===== src/rtl/trail_stack_if.sv =====
// Handshake bundle between the trail stack and its clients (decision unit, BCP, var table).
// Default sizes come from MAX_VARS / MAX_VARS_BITS when the core does not provide them.
`ifndef MAX_VARS
`define MAX_VARS 16
`endif
`ifndef MAX_VARS_BITS
`define MAX_VARS_BITS 4
`endif

interface trail_stack_if #(
    parameter int unsigned DEPTH = `MAX_VARS,
    parameter int unsigned VAR_W = `MAX_VARS_BITS
);
    localparam int unsigned CW = $clog2(DEPTH) + 1;

    logic             push;
    logic             push_type;
    logic             push_val;
    logic [VAR_W-1:0] push_var;
    logic             pop;
    logic             bt_start;

    logic             out_valid;
    logic             out_type;
    logic             out_val;
    logic [VAR_W-1:0] out_var;
    logic             top_type;
    logic             top_val;
    logic [VAR_W-1:0] top_var;
    logic [CW-1:0]    count;
    logic [CW-1:0]    dlevel;
    logic             empty;
    logic             full;
    logic             overflow;
    logic             bt_busy;
    logic             bt_done;
    logic             bt_fail;

    modport master (
        output push, push_type, push_val, push_var, pop, bt_start,
        input  out_valid, out_type, out_val, out_var, top_type, top_val, top_var,
        input  count, dlevel, empty, full, overflow, bt_busy, bt_done, bt_fail
    );

    modport slave (
        input  push, push_type, push_val, push_var, pop, bt_start,
        output out_valid, out_type, out_val, out_var, top_type, top_val, top_var,
        output count, dlevel, empty, full, overflow, bt_busy, bt_done, bt_fail
    );
endinterface


===== src/rtl/trail_stack.sv =====
// Assignment trail with single pop, push/pop replace and chronological backtrack.
// Define TRAIL_BT_FLIP_EN to re-push the flipped decision as a forced entry after backtrack.
`ifndef MAX_VARS
`define MAX_VARS 16
`endif
`ifndef MAX_VARS_BITS
`define MAX_VARS_BITS 4
`endif

module trail_stack #(
    parameter int unsigned DEPTH = `MAX_VARS,
    parameter int unsigned VAR_W = `MAX_VARS_BITS
) (
    input logic          clock,
    input logic          reset,
    trail_stack_if.slave bus
);
    localparam int unsigned AW = (DEPTH > 1) ? $clog2(DEPTH) : 1;
    localparam int unsigned CW = $clog2(DEPTH) + 1;

    typedef struct packed {
        logic             typ;   // 0 = decision, 1 = forced
        logic             val;
        logic [VAR_W-1:0] vidx;
    } entry_t;

    typedef enum logic [1:0] {
        StIdle,
        StBtPop
`ifdef TRAIL_BT_FLIP_EN
        ,
        StBtFlip
`endif
    } state_e;

    state_e        state_q, state_d;
    entry_t        mem_q [DEPTH];
    entry_t        top_q, top_d;
    entry_t        out_q, out_d;
    logic [CW-1:0] count_q, count_d;
    logic [CW-1:0] dlevel_q, dlevel_d;
    logic          empty_q, empty_d;
    logic          full_q, full_d;
    logic          overflow_q, overflow_d;
    logic          out_valid_q, out_valid_d;
    logic          bt_busy_q, bt_busy_d;
    logic          bt_done_q, bt_done_d;
    logic          bt_fail_q, bt_fail_d;
`ifdef TRAIL_BT_FLIP_EN
    entry_t        flip_q, flip_d;
`endif

    logic          we;
    logic [AW-1:0] waddr;
    entry_t        wdata;
    logic          bt_step;
    entry_t        push_e;
    entry_t        below_e;
    logic [AW-1:0] idx_top;
    logic [AW-1:0] idx_below;
    logic [AW-1:0] idx_free;

    assign push_e    = '{typ: bus.push_type, val: bus.push_val, vidx: bus.push_var};
    assign idx_top   = AW'(count_q - CW'(1));
    assign idx_below = AW'(count_q - CW'(2));
    assign idx_free  = AW'(count_q);
    // Entry that becomes the top after a plain pop.
    assign below_e   = (count_q >= CW'(2)) ? mem_q[idx_below] : '0;

    always_comb begin
        state_d     = state_q;
        top_d       = top_q;
        out_d       = out_q;
        count_d     = count_q;
        dlevel_d    = dlevel_q;
        overflow_d  = overflow_q;
        out_valid_d = 1'b0;
        bt_busy_d   = bt_busy_q;
        bt_done_d   = 1'b0;
        bt_fail_d   = 1'b0;
`ifdef TRAIL_BT_FLIP_EN
        flip_d      = flip_q;
`endif
        we          = 1'b0;
        waddr       = idx_free;
        wdata       = push_e;
        bt_step     = 1'b0;

        unique case (state_q)
            StIdle: begin
                if (bus.bt_start) begin
                    if (empty_q) begin
                        bt_done_d = 1'b1;
                        bt_fail_d = 1'b1;
                    end else begin
                        bt_step = 1'b1;
                    end
                end else if (bus.pop && !empty_q) begin
                    out_valid_d = 1'b1;
                    out_d       = top_q;
                    if (bus.push) begin
                        // Replace: emit old top, overwrite its slot, depth unchanged.
                        we       = 1'b1;
                        waddr    = idx_top;
                        top_d    = push_e;
                        dlevel_d = dlevel_q - CW'(!top_q.typ) + CW'(!bus.push_type);
                    end else begin
                        count_d  = count_q - CW'(1);
                        dlevel_d = dlevel_q - CW'(!top_q.typ);
                        top_d    = below_e;
                    end
                end else if (bus.push) begin
                    if (full_q) begin
                        overflow_d = 1'b1;
                    end else begin
                        we       = 1'b1;
                        waddr    = idx_free;
                        top_d    = push_e;
                        count_d  = count_q + CW'(1);
                        dlevel_d = dlevel_q + CW'(!bus.push_type);
                    end
                end
            end
            StBtPop: begin
                bt_step = 1'b1;
            end
`ifdef TRAIL_BT_FLIP_EN
            StBtFlip: begin
                we        = 1'b1;
                waddr     = idx_free;
                wdata     = flip_q;
                top_d     = flip_q;
                count_d   = count_q + CW'(1);
                bt_done_d = 1'b1;
                bt_busy_d = 1'b0;
                state_d   = StIdle;
            end
`endif
            default: begin
                state_d   = StIdle;
                bt_busy_d = 1'b0;
            end
        endcase

        // One backtrack pop; the popped entry's type decides whether to continue.
        if (bt_step) begin
            out_valid_d = 1'b1;
            out_d       = top_q;
            count_d     = count_q - CW'(1);
            top_d       = below_e;
            if (!top_q.typ) begin
                dlevel_d = dlevel_q - CW'(1);
`ifdef TRAIL_BT_FLIP_EN
                flip_d    = '{typ: 1'b1, val: ~top_q.val, vidx: top_q.vidx};
                state_d   = StBtFlip;
                bt_busy_d = 1'b1;
`else
                state_d   = StIdle;
                bt_busy_d = 1'b0;
                bt_done_d = 1'b1;
`endif
            end else if (count_q == CW'(1)) begin
                state_d   = StIdle;
                bt_busy_d = 1'b0;
                bt_done_d = 1'b1;
                bt_fail_d = 1'b1;
            end else begin
                state_d   = StBtPop;
                bt_busy_d = 1'b1;
            end
        end

        empty_d = (count_d == '0);
        full_d  = (count_d == CW'(DEPTH));
    end

    always_ff @(posedge clock) begin
        if (reset) begin
            state_q     <= StIdle;
            top_q       <= '0;
            out_q       <= '0;
            count_q     <= '0;
            dlevel_q    <= '0;
            empty_q     <= 1'b1;
            full_q      <= 1'b0;
            overflow_q  <= 1'b0;
            out_valid_q <= 1'b0;
            bt_busy_q   <= 1'b0;
            bt_done_q   <= 1'b0;
            bt_fail_q   <= 1'b0;
`ifdef TRAIL_BT_FLIP_EN
            flip_q      <= '0;
`endif
        end else begin
            state_q     <= state_d;
            top_q       <= top_d;
            out_q       <= out_d;
            count_q     <= count_d;
            dlevel_q    <= dlevel_d;
            empty_q     <= empty_d;
            full_q      <= full_d;
            overflow_q  <= overflow_d;
            out_valid_q <= out_valid_d;
            bt_busy_q   <= bt_busy_d;
            bt_done_q   <= bt_done_d;
            bt_fail_q   <= bt_fail_d;
`ifdef TRAIL_BT_FLIP_EN
            flip_q      <= flip_d;
`endif
        end
    end

    // Storage is deliberately left out of reset.
    always_ff @(posedge clock) begin
        if (we) begin
            mem_q[waddr] <= wdata;
        end
    end

    assign bus.out_valid = out_valid_q;
    assign bus.out_type  = out_q.typ;
    assign bus.out_val   = out_q.val;
    assign bus.out_var   = out_q.vidx;
    assign bus.top_type  = top_q.typ;
    assign bus.top_val   = top_q.val;
    assign bus.top_var   = top_q.vidx;
    assign bus.count     = count_q;
    assign bus.dlevel    = dlevel_q;
    assign bus.empty     = empty_q;
    assign bus.full      = full_q;
    assign bus.overflow  = overflow_q;
    assign bus.bt_busy   = bt_busy_q;
    assign bus.bt_done   = bt_done_q;
    assign bus.bt_fail   = bt_fail_q;
endmodule


===== src/flat_wrapper.sv =====
// flat-port wrapper written by rule: the top's interface ports become plain ports
module trail_stack_flat 
#(
    parameter int unsigned DEPTH = `MAX_VARS,
    parameter int unsigned VAR_W = `MAX_VARS_BITS
)
  (clock, reset, bus_push, bus_push_type, bus_push_val, bus_push_var, bus_pop, bus_bt_start, bus_out_valid, bus_out_type, bus_out_val, bus_out_var, bus_top_type, bus_top_val, bus_top_var, bus_count, bus_dlevel, bus_empty, bus_full, bus_overflow, bus_bt_busy, bus_bt_done, bus_bt_fail);
  trail_stack_if #(.DEPTH(DEPTH), .VAR_W(VAR_W)) bus_i ();
  input logic clock;
  input logic reset;
  input wire logic [$bits(bus_i.push)-1:0] bus_push;
  input wire logic [$bits(bus_i.push_type)-1:0] bus_push_type;
  input wire logic [$bits(bus_i.push_val)-1:0] bus_push_val;
  input wire logic [$bits(bus_i.push_var)-1:0] bus_push_var;
  input wire logic [$bits(bus_i.pop)-1:0] bus_pop;
  input wire logic [$bits(bus_i.bt_start)-1:0] bus_bt_start;
  output wire logic [$bits(bus_i.out_valid)-1:0] bus_out_valid;
  output wire logic [$bits(bus_i.out_type)-1:0] bus_out_type;
  output wire logic [$bits(bus_i.out_val)-1:0] bus_out_val;
  output wire logic [$bits(bus_i.out_var)-1:0] bus_out_var;
  output wire logic [$bits(bus_i.top_type)-1:0] bus_top_type;
  output wire logic [$bits(bus_i.top_val)-1:0] bus_top_val;
  output wire logic [$bits(bus_i.top_var)-1:0] bus_top_var;
  output wire logic [$bits(bus_i.count)-1:0] bus_count;
  output wire logic [$bits(bus_i.dlevel)-1:0] bus_dlevel;
  output wire logic [$bits(bus_i.empty)-1:0] bus_empty;
  output wire logic [$bits(bus_i.full)-1:0] bus_full;
  output wire logic [$bits(bus_i.overflow)-1:0] bus_overflow;
  output wire logic [$bits(bus_i.bt_busy)-1:0] bus_bt_busy;
  output wire logic [$bits(bus_i.bt_done)-1:0] bus_bt_done;
  output wire logic [$bits(bus_i.bt_fail)-1:0] bus_bt_fail;
  assign bus_i.push = bus_push;
  assign bus_i.push_type = bus_push_type;
  assign bus_i.push_val = bus_push_val;
  assign bus_i.push_var = bus_push_var;
  assign bus_i.pop = bus_pop;
  assign bus_i.bt_start = bus_bt_start;
  assign bus_out_valid = bus_i.out_valid;
  assign bus_out_type = bus_i.out_type;
  assign bus_out_val = bus_i.out_val;
  assign bus_out_var = bus_i.out_var;
  assign bus_top_type = bus_i.top_type;
  assign bus_top_val = bus_i.top_val;
  assign bus_top_var = bus_i.top_var;
  assign bus_count = bus_i.count;
  assign bus_dlevel = bus_i.dlevel;
  assign bus_empty = bus_i.empty;
  assign bus_full = bus_i.full;
  assign bus_overflow = bus_i.overflow;
  assign bus_bt_busy = bus_i.bt_busy;
  assign bus_bt_done = bus_i.bt_done;
  assign bus_bt_fail = bus_i.bt_fail;
  trail_stack #(.DEPTH(DEPTH), .VAR_W(VAR_W)) u_core (.clock(clock), .reset(reset), .bus(bus_i));
endmodule

===== config.mk =====
export PLATFORM = sky130hd
export DESIGN_NAME = trail_stack_flat
export DESIGN_NICKNAME = d
export VERILOG_FILES = /design/src/rtl/trail_stack_if.sv /design/src/rtl/trail_stack.sv /design/src/flat_wrapper.sv
export SDC_FILE = /design/constraint.sdc
export NUM_CORES = 1
export LEC_CHECK = 0
export ABC_CLOCK_PERIOD_IN_PS = 2800
export CELL_PAD_IN_SITES_DETAIL_PLACEMENT = 1
export CELL_PAD_IN_SITES_GLOBAL_PLACEMENT = 2
export CORE_MARGIN = 3
export CORE_UTILIZATION = 38
export CTS_CLUSTER_SIZE = 14
export DETAILED_ROUTE_END_ITERATION = 8
export PLACE_DENSITY = 0.77
export RECOVER_POWER = 100
export REMOVE_ABC_BUFFERS = 1
export SLEW_MARGIN = 15
export SYNTH_ARGS = -nofsm -noshare
export SYNTH_HDL_FRONTEND = slang
export SYNTH_SLANG_ARGS = --single-unit

===== constraint.sdc =====
create_clock -name clock -period 2.8 [get_ports clock]
set_clock_uncertainty 0.15 [all_clocks]
set_input_delay 0.42 -clock clock [delete_from_list [all_inputs] [get_ports clock]]
set_output_delay 0.42 -clock clock [all_outputs]
set_load 0.05 [all_outputs]

# Word-level counts from Yosys, hierarchy flattened
# Memories as Yosys holds them, arrays and structs flattened.
# Index checks and enable logic that the tools add are counted.
# Widths: inputs -> output; s select.
[op_classes]
n_mux = 62
bitwise = 2
n_eq_ne = 6
addsub = 7
magnitude_cmp = 1
reduce_logical = 13
[op_table]
columns = ["op", "count"]
rows = [
  ["$mux 5", 15],
  ["$mux 6", 12],
  ["$mux 1", 27],
  ["$mux 4", 4],
  ["$add 5x1->5", 2],
  ["$sub 5x1->5 const B", 2],
  ["$mux 2", 3],
  ["$add 5x1->5 const B", 1],
  ["$eq 5x1->1 const B", 1],
  ["$eq 5x5->1 const B", 1],
  ["$ge 5x2->1 const B", 1],
  ["$logic_not 5->1", 1],
  ["$reduce_and 5->1", 1],
  ["$sub 5x1->5", 1],
  ["$ne 2x1->1 const B", 2],
  ["$reduce_and 4->1", 1],
  ["$reduce_bool 2->1", 2],
  ["$sub 4x2->4 const B", 1],
  ["$logic_not 1->1", 3],
  ["$ne 3x3->1 const B", 1],
  ["$reduce_and 3->1", 1],
  ["$reduce_bool 3->1", 1],
  ["$eq 2x1->1 const B", 1],
  ["$logic_not 2->1", 1],
  ["other kinds (4)", 5],
]
[word_totals]
inputBits = 11
register_bits = 31
ramBits = 96
mem_count = 1
elab_cells = 108
out_inout_bits = 29
[mem_list]
columns = ["memory", "depth", "word_bits", "read_ports", "rd_clocked_by_memory_dff", "wr", "line", "text"]
rows = [
  ["u_core.mem_q", 16, 6, 1, 0, 1, "trail_stack.sv:37", "entry_t mem_q [DEPTH];"],
]

# Depth between registers and ports, before layout
# Gate-level depths: netlist of run 1.
[logic_depth]
word_depth = 9
depth_mapped = 11
mapped_depth_nobuf = 11

# Worst setup path after synthesis of run 1
# No wires, ideal clock.
[synth_timing]
path_type = "flip-flop to flip-flop"
from = "register u_core.count_q[1], in the netlist u_core.bus.count[1]"
to = "memory u_core.mem_q[7][0] in the netlist's numbering (enable)"
required_ns = 2.300
period_less_slack_ns = 3.047
slack_ns = -0.247
stages_incl_launch_ff = 9
t_arrival_ns = 2.547
setup_ns = 0.350
path_buffers = 1
path_cell_list = "dfxtp_1 > clkbuf_1 > inv_2 > ha_1 > a21boi_4 > nor2b_1 > a32o_1 > a32oi_1 > nor2_1"
[synth_between]
elab_chain_len = 5
[synth_rtl]
columns = ["item", "line", "text"]
rows = [
  ["start: declaration", "trail_stack.sv:40", "logic [CW-1:0] count_q, count_d;"],
  ["start signal: assignment", "trail_stack.sv:198", "count_q <= count_d;"],
  ["$sub 5x1->5", "--", ""],
  ["$mux 4", "trail_stack.sv:101", "if (bus.push) begin"],
  ["$mux 4", "trail_stack.sv:98", "end else if (bus.pop && !empty_q) begin"],
  ["$mux 4", "trail_stack.sv:91", "if (bus.bt_start) begin"],
  ["$mux 4 *", "trail_stack.sv:89", "unique case (state_q)"],
  ["end: declaration", "trail_stack.sv:37", ""],
]
# Mark *: on every way between the ends. The rest lies on a longest branch, timed or not.

# Worst setup path after layout of run 1
[layout_timing]
from = "register u_core.count_q[1], in the netlist u_core.bus.count[1]"
to = "memory u_core.mem_q[6][2] in the netlist's numbering (enable)"
# The elaborated chain is that of the path after synthesis.

==> impl_results.md, run 1 <==
- Max_cap viols: 0
- Synthesis-to-finish area growth: 20.14%
- Num CTS Buffers: 17
- Diode count: 0
- Internal: 4143 uW
- DR iter-0 viols: around 290
- Largest net degree at the start of global routing: 29
- Maximum VDD drop: between 0.4 and 0.5 mV
- Clock buffer depth: 2
- Clock Sinks: around 130
- Leak: between 0.002 and 0.0025 uW
- WL final: 14.83 mm
- Vias in the first global route: a little over 4k
- Critical Path Fanout Max: 6
- Area of the core: between 10000 and 15000 um2
- Layout net count: approximately 510
- Initial antenna violation count: 0
- Pwr Density: approximately 930 nW/um2
- Crit Path Category: reg -> reg
- Vias: 3791
- IO Pins: 40
- Sw Ratio: between 30% and 40%
- Latest clock arrival within the worst-skew pair: around 0.42 ns
- Final Hold Fails: 0
- Register area: between 3000 and 4000 um2
- Clock slew at reported path FFs: around 0.060 ns
- All-layer global routing usage: 18.66%
- Top FF cell, synth: edfxtp_1
- Tightest Hold Check Type: reg -> reg
- Post-route cell area: roughly 7000 um2
- Die W: 129.8 um
- Fin cells: around 680
- Sw Pwr: between 2000 and 2500 uW
- Status: complete, no violations
- Final Max Slew Viols: 0
- Clock power share: between 20 and 30%
- Mapped cell area: 5827 um2
- CTS tree: yes
- Rel. slew slack: between 40% and 50%
- Crit end category: register
- Period utilization: a little over nine tenths
- Avg WL per Cell: between 20 and 25 um
- Synth cell count leaders: edfxtp_1 (96), nor2_1 (45), dfxtp_1 (29)
- Placed cell area: between 6000 and 7000 um2
- Die Ht: roughly 130 um
- Arrival time worst endpoint: ~2.6 ns
- Initial Utilization: roughly two fifths
- IO Port Bufs: 39
- Layout cell share with drive strength beyond 1: 17.80%
- Gate Count Post-Synth: about 420
- Ys async rst share: 0%
- Synth area leader: edfxtp_1
- Sequential cell area fraction in the yosys report: around three fifths
- Crit start category: register
- # DRC: 0
- Crit path time final: about 2.7 ns
- Multi-input logic area: roughly 2200 um2
- EDFF count, synth: 96
- Ranking of synthesized cells by area: edfxtp_1 (49%), dfxtp_1 (10%), mux4_2 (8.1%), ha_1 (3.0%), nor2_1 (2.9%)
- Placement Rows: 44
- Slew at the pin closest to its max-slew limit: ~0.87 ns
- Drt pass-1 iters: 5
- Logic pwr share: 35.7%
- Final setup viols: 0
- R2R setup slack: around 0.078 ns
- Grt ovf: 0
- Critical path's slowest cell: nor2_1
- H-Tree Depth: 4
- Most frequent cell after synthesis: edfxtp_1
- FILL cells: between 1.5k and 2k
- Crit path cell chain: inv_2 > ha_1 > a21boi_4 > nor2b_1 > a32o_1 > a32oi_1 > nor2_1
- Total Die Area: between 15000 and 20000 um2
- HPWL Detailed: 10.62 mm
- CTS Root Cell: clkbuf_16
- First-pass GRT wire length: around 23 mm
- DRT antenna net count: 0
- Via/cell ratio: approximately 5.5
- CP max stage delay: just under 0.5 ns
- FF+latch count, synth: approximately 130
- Max Clock Freq: 367.4 MHz
- Area share of the largest cell type after synthesis: between 40 and 50%
- Setup repair bufs after CTS: 0
- RSZ-0062 raised after global routing: yes
- Count of different cell masters after synthesis: slightly below 60
- Gp weighted congestion: 0.8061
- Placed insts: between 600 and 700
- Worst EP required: approximately 2.7 ns
- Syn_area_per_cell: between 10 and 15 um2
- Final hold slack: roughly 0.3 ns
- Ys Warns: 0
- Flop pwr share: a little over a third
cells by family (layout without fill, tap and decap cells):
logic type               Yosys count  after routing  share of synthesized area [%]
flip-flops                       125            125                          59.44
multiplexers                      39             39                          12.09
AO/OA/AOI/OAI                     78             78                          9.878
adder cells (fa/ha/maj)           14             14                          3.006
buffers and inverters             33            110                          3.135
XOR/XNOR                           7              7                          1.052
AND/OR/NAND/NOR                  127            127                          11.40
sequential cells by signal, indices dropped and copies added (netlist names):
signal	flops
u_core.bus.top_val	1
u_core.bus.full	1
u_core.bus.empty	1
u_core.mem_q	96
u_core.bus.out_val	1
u_core.bus.dlevel	5
u_core.bus.top_var	4
u_core.bus.count	5
u_core.bus.top_type	1
u_core.bus.overflow	1
u_core.state_q	1
u_core.bus.out_valid	1
u_core.bus.out_type	1
u_core.bus.bt_done	1
u_core.bus.out_var	4
u_core.bus.bt_fail	1
per-layer routing:
metal  vias up  routed length (um)  GRT usage [%]
met1      1924                7091          25.72
met5         -                   0              0
met4         0                 166          5.012
met2        78                7006          29.75
met3        13                 570          4.625
li1       1776                   -              -
final cells by class:
type	count	share of cell area, %
Clock inverter	11	1.055
Multi-Input combinational cell	265	31.05
Inverter	10	0.5362
Timing Repair Buffer	70	8.418
Sequential cell	125	49.47
Tap cell	184	3.289
Clock buffer	19	6.184
repair_timing:
item	CTS	global route
gates resized for setup	0	6
hold buffers	0	0
endpoints found under the setup margin	0	81
worst paths after layout:
path / from / endpoint / cells after the start
setup / recovery: u_core.bus.count[1]$_SDFF_PP0_ / u_core.mem_q[6][2]$_DFFE_PP_ / 7
setup reg to reg: u_core.bus.count[1]$_SDFF_PP0_ / u_core.mem_q[6][2]$_DFFE_PP_ / 7
hold / removal: u_core.bus.out_type$_SDFFE_PP0P_ / u_core.bus.out_type$_SDFFE_PP0P_ / 2
hold reg to reg: u_core.bus.out_type$_SDFFE_PP0P_ / u_core.bus.out_type$_SDFFE_PP0P_ / 2
power groups by stage:
stage                     clock network [uW]  logic (uW)  registers (uW)
after global routing                    2030        2530            2300
after detailed placement                   0        2380            2320
after floorplan                            0        1220            2700
after CTS                               1950        2400            2290
final                                   1900        2320            2280
after global placement                     0        2340            2320
per-stage QoR:
step	setup slack, ns	util [%]	power [uW]	TNS [ns]
after floorplan	-1.082	-	3919	-106.46
after global placement	0.04917	44.28	4659	0
after detailed placement	-0.01041	44.28	4707	-0.06085
after CTS	0.1478	47.72	6627	0
after global routing	-0.08981	47.45	6862	-3.024
final	0.07825	47.45	6500	0
critical path, delay by kind of cell, from the launching register on:
family | cells | cell delay [ns]
AO/OA/AOI/OAI | 3 | 0.70
adder cells (fa/ha/maj) | 1 | 0.24
buffers and inverters | 1 | 0.12
flip-flops | 1 | 0.32
AND/OR/NAND/NOR | 2 | 0.83
cells in the final DEF (no fill, tap or decap), types with 4 or more instances in the layout:
master	count
a21oi_1	11
nand2b_1	8
nand2_1	18
dlygate4sd3_1	35
mux4_2	21
nor2_2	6
dfxtp_1	29
nand3_1	11
nor3b_1	5
edfxtp_1	96
ha_1	14
a31oi_1	6
xnor2_1	5
a211oi_1	9
a221o_1	4
clkbuf_16	17
nor2b_1	12
buf_4	23
inv_1	9
nor4_1	4
nor3_1	6
clkinvlp_4	4
a32o_1	5
mux2i_1	13
nor2_1	40
clkbuf_1	9
o21ai_0	17
Note: power is estimated with default switching activity, not from simulation.
==> run 2, diff against run 1 <==
--- a/config.mk
+++ b/config.mk
@@ -8,6 +8,7 @@
 export ABC_CLOCK_PERIOD_IN_PS = 2800
 export CELL_PAD_IN_SITES_DETAIL_PLACEMENT = 1
 export CELL_PAD_IN_SITES_GLOBAL_PLACEMENT = 2
+export CORE_ASPECT_RATIO = 2
 export CORE_MARGIN = 3
 export CORE_UTILIZATION = 38
 export CTS_CLUSTER_SIZE = 14
@@ -15,6 +16,7 @@
 export PLACE_DENSITY = 0.77
 export RECOVER_POWER = 100
 export REMOVE_ABC_BUFFERS = 1
+export SETUP_SLACK_MARGIN = 0.05
 export SLEW_MARGIN = 15
 export SYNTH_ARGS = -nofsm -noshare
 export SYNTH_HDL_FRONTEND = slang
==> run 2 against run 1 <==
Against the previous run:
- largest cell class unchanged
- clock power is 13% higher
- critical path depth stayed put
- largest power group unchanged
- highest routed layer unchanged
- critical endpoint is now u_core.mem_q[7][5]$_DFFE_PP_
- via count is 1.2% higher
==> impl_results.md, run 2 (synthesis results as in run 1) <==
- Total Die Area: roughly 17000 um2
- Period utilization: 94.08%
- Synthesis-to-finish area growth: 23.36%
- Worst EP required: between 2 and 3 ns
- HPWL Detailed: between 10 and 15 mm
- Final setup viols: 0
- IO Pins: 40
- Leak: between 0.002 and 0.0025 uW
- Area of the core: about 15000 um2
- Clock buffer depth: 2
- Initial Utilization: between 30% and 40%
- CTS Root Cell: clkbuf_16
- Grt ovf: 0
- Diode count: 0
- Arrival time worst endpoint: 2.53 ns
- Hold bufs inserted after CTS: 0
- Avg WL per Cell: 22.13 um
- DR iter-0 viols: roughly 140
- Slew at the pin closest to its max-slew limit: between 0.8 and 0.9 ns
- Crit Path Category: reg -> reg
- Multi-input logic area: 2191 um2
- Final Max Slew Viols: 0
- Gp weighted congestion: between 0.8 and 0.9
- Layout cell share with drive strength beyond 1: between 20% and 30%
- Post-route cell area: slightly above 7000 um2
- Layout net count: 522
- Most common cell after layout, fill and taps aside: edfxtp_1
- Die Ht: between 150 and 200 um
- Clock Sinks: 125
- Num CTS Buffers: 17
- Pwr Density: 956.7 nW/um2
- Via/cell ratio: ~5.4
- Status: complete, no violations
- All-layer global routing usage: between 10% and 20%
- Setup repair bufs after CTS: 0
- Vias: approximately 3.8k
- Commonest non-fill, non-tap cells in the layout: edfxtp_1 (96), nor2_1 (41), buf_4 (35)
- IO Port Bufs: 39
- RSZ-0062 raised after global routing: yes
- Placement Rows: 63
- Crit path time final: about 2.6 ns
- Latest clock arrival within the worst-skew pair: 0.42 ns
- Maximum VDD drop: about 0.62 mV
- WL final: approximately 16 mm
- Crit-path leading delay family: simple AND/OR/NAND/NOR gates
- H-Tree Depth: 4
- # DRC: 0
- Crit end category: register
- CP Buf/Inv Count: 1
- Register area: between 3000 and 4000 um2
- Die W: just over 90 um
- Drt pass-1 iters: 4
- CP max stage delay: ~0.53 ns
- Vias in the first global route: 4175
- First-pass GRT wire length: between 20 and 25 mm
- Crit start category: register
- DRT antenna net count: 0
- Final Hold Fails: 0
- Critical path's slowest cell: nor2_1
- CTS tree: yes
- Initial antenna violation count: 0
- Design Power: between 6000 and 7000 uW
- Max_cap viols: 0
- Largest net degree at the start of global routing: 24
- FILL cells: approximately 1.5k
- Critical Path Fanout Max: 6
- Biggest register: u_core.mem_q
- Tightest Hold Check Type: reg -> reg
- Crit path cell chain: inv_1 > ha_1 > a21boi_4 > nor2b_1 > a32o_1 > a32oi_1 > nor2_1
- Rel. slew slack: between 40% and 50%
- Max Clock Freq: 379.6 MHz
- Clock slew at reported path FFs: around 0.060 ns
- Number of flip-flops in the largest register: 96
- Placed cell area: roughly 6600 um2
## run 2: path summary, 6_finish.rpt
check                                   start                          endpoint  slack (ns)  cells past startpoint
max            u_core.bus.count[2]$_SDFF_PP0_      u_core.mem_q[7][5]$_DFFE_PP_        0.17                      7
min          u_core.bus.out_type$_SDFFE_PP0P_  u_core.bus.out_type$_SDFFE_PP0P_        0.31                      2
max reg2reg    u_core.bus.count[2]$_SDFF_PP0_      u_core.mem_q[7][5]$_DFFE_PP_        0.17                      7
min reg2reg  u_core.bus.out_type$_SDFFE_PP0P_  u_core.bus.out_type$_SDFFE_PP0P_        0.31                      2
## run 2: worst register-to-register path, stage by stage, from the launching register on
cell and delay (ns):
dfxtp_1 0.31, inv_1 0.14, ha_1 0.23, a21boi_4 0.29, nor2b_1 0.29, a32o_1 0.21
a32oi_1 0.11, nor2_1 0.53
## run 2: repair_timing
action                                  in CTS  in global routing
endpoints found under the setup margin       0                 53
gates resized for setup                      0                  4
endpoints found under the hold margin        0                  0
## run 2: stage by stage
step	hold WS [ns]	std cells	setup TNS [ns]	utilization, %	setup WS, ns
final	0.3083	705	0	48.25	0.1658
after global routing	0.3479	705	-0.3116	48.25	-0.02035
after CTS	0.3155	705	0	48.31	0.1515
after detailed placement	0.3065	673	0	44.35	0.007311
after global placement	0.2953	673	-0.02689	44.35	-0.02689
after floorplan	0.3391	400	-106.46	-	-1.082
## run 2: cell type report
cell class              count  area share (%)
well taps                 195           3.394
multi-input cells         265           30.48
repair buffers             78           9.208
flip-flops and latches    125           48.20
clock inverters            15           2.280
inverters                  10          0.5222
clock buffers              17           5.918
## run 2: metal layers
metal  up-vias  wire, um  GRT usage [%]
met1      1943      5416          19.12
met5         -         0              0
met3        28       349          3.833
li1       1792         -              -
met2        72      9351          37.78
met4         0       486          8.796
## run 2: report_power, final
group	internal (uW)	switching, uW
combinational	973	1460
sequential	2140	151
clock	1320	833
total	4430	2440
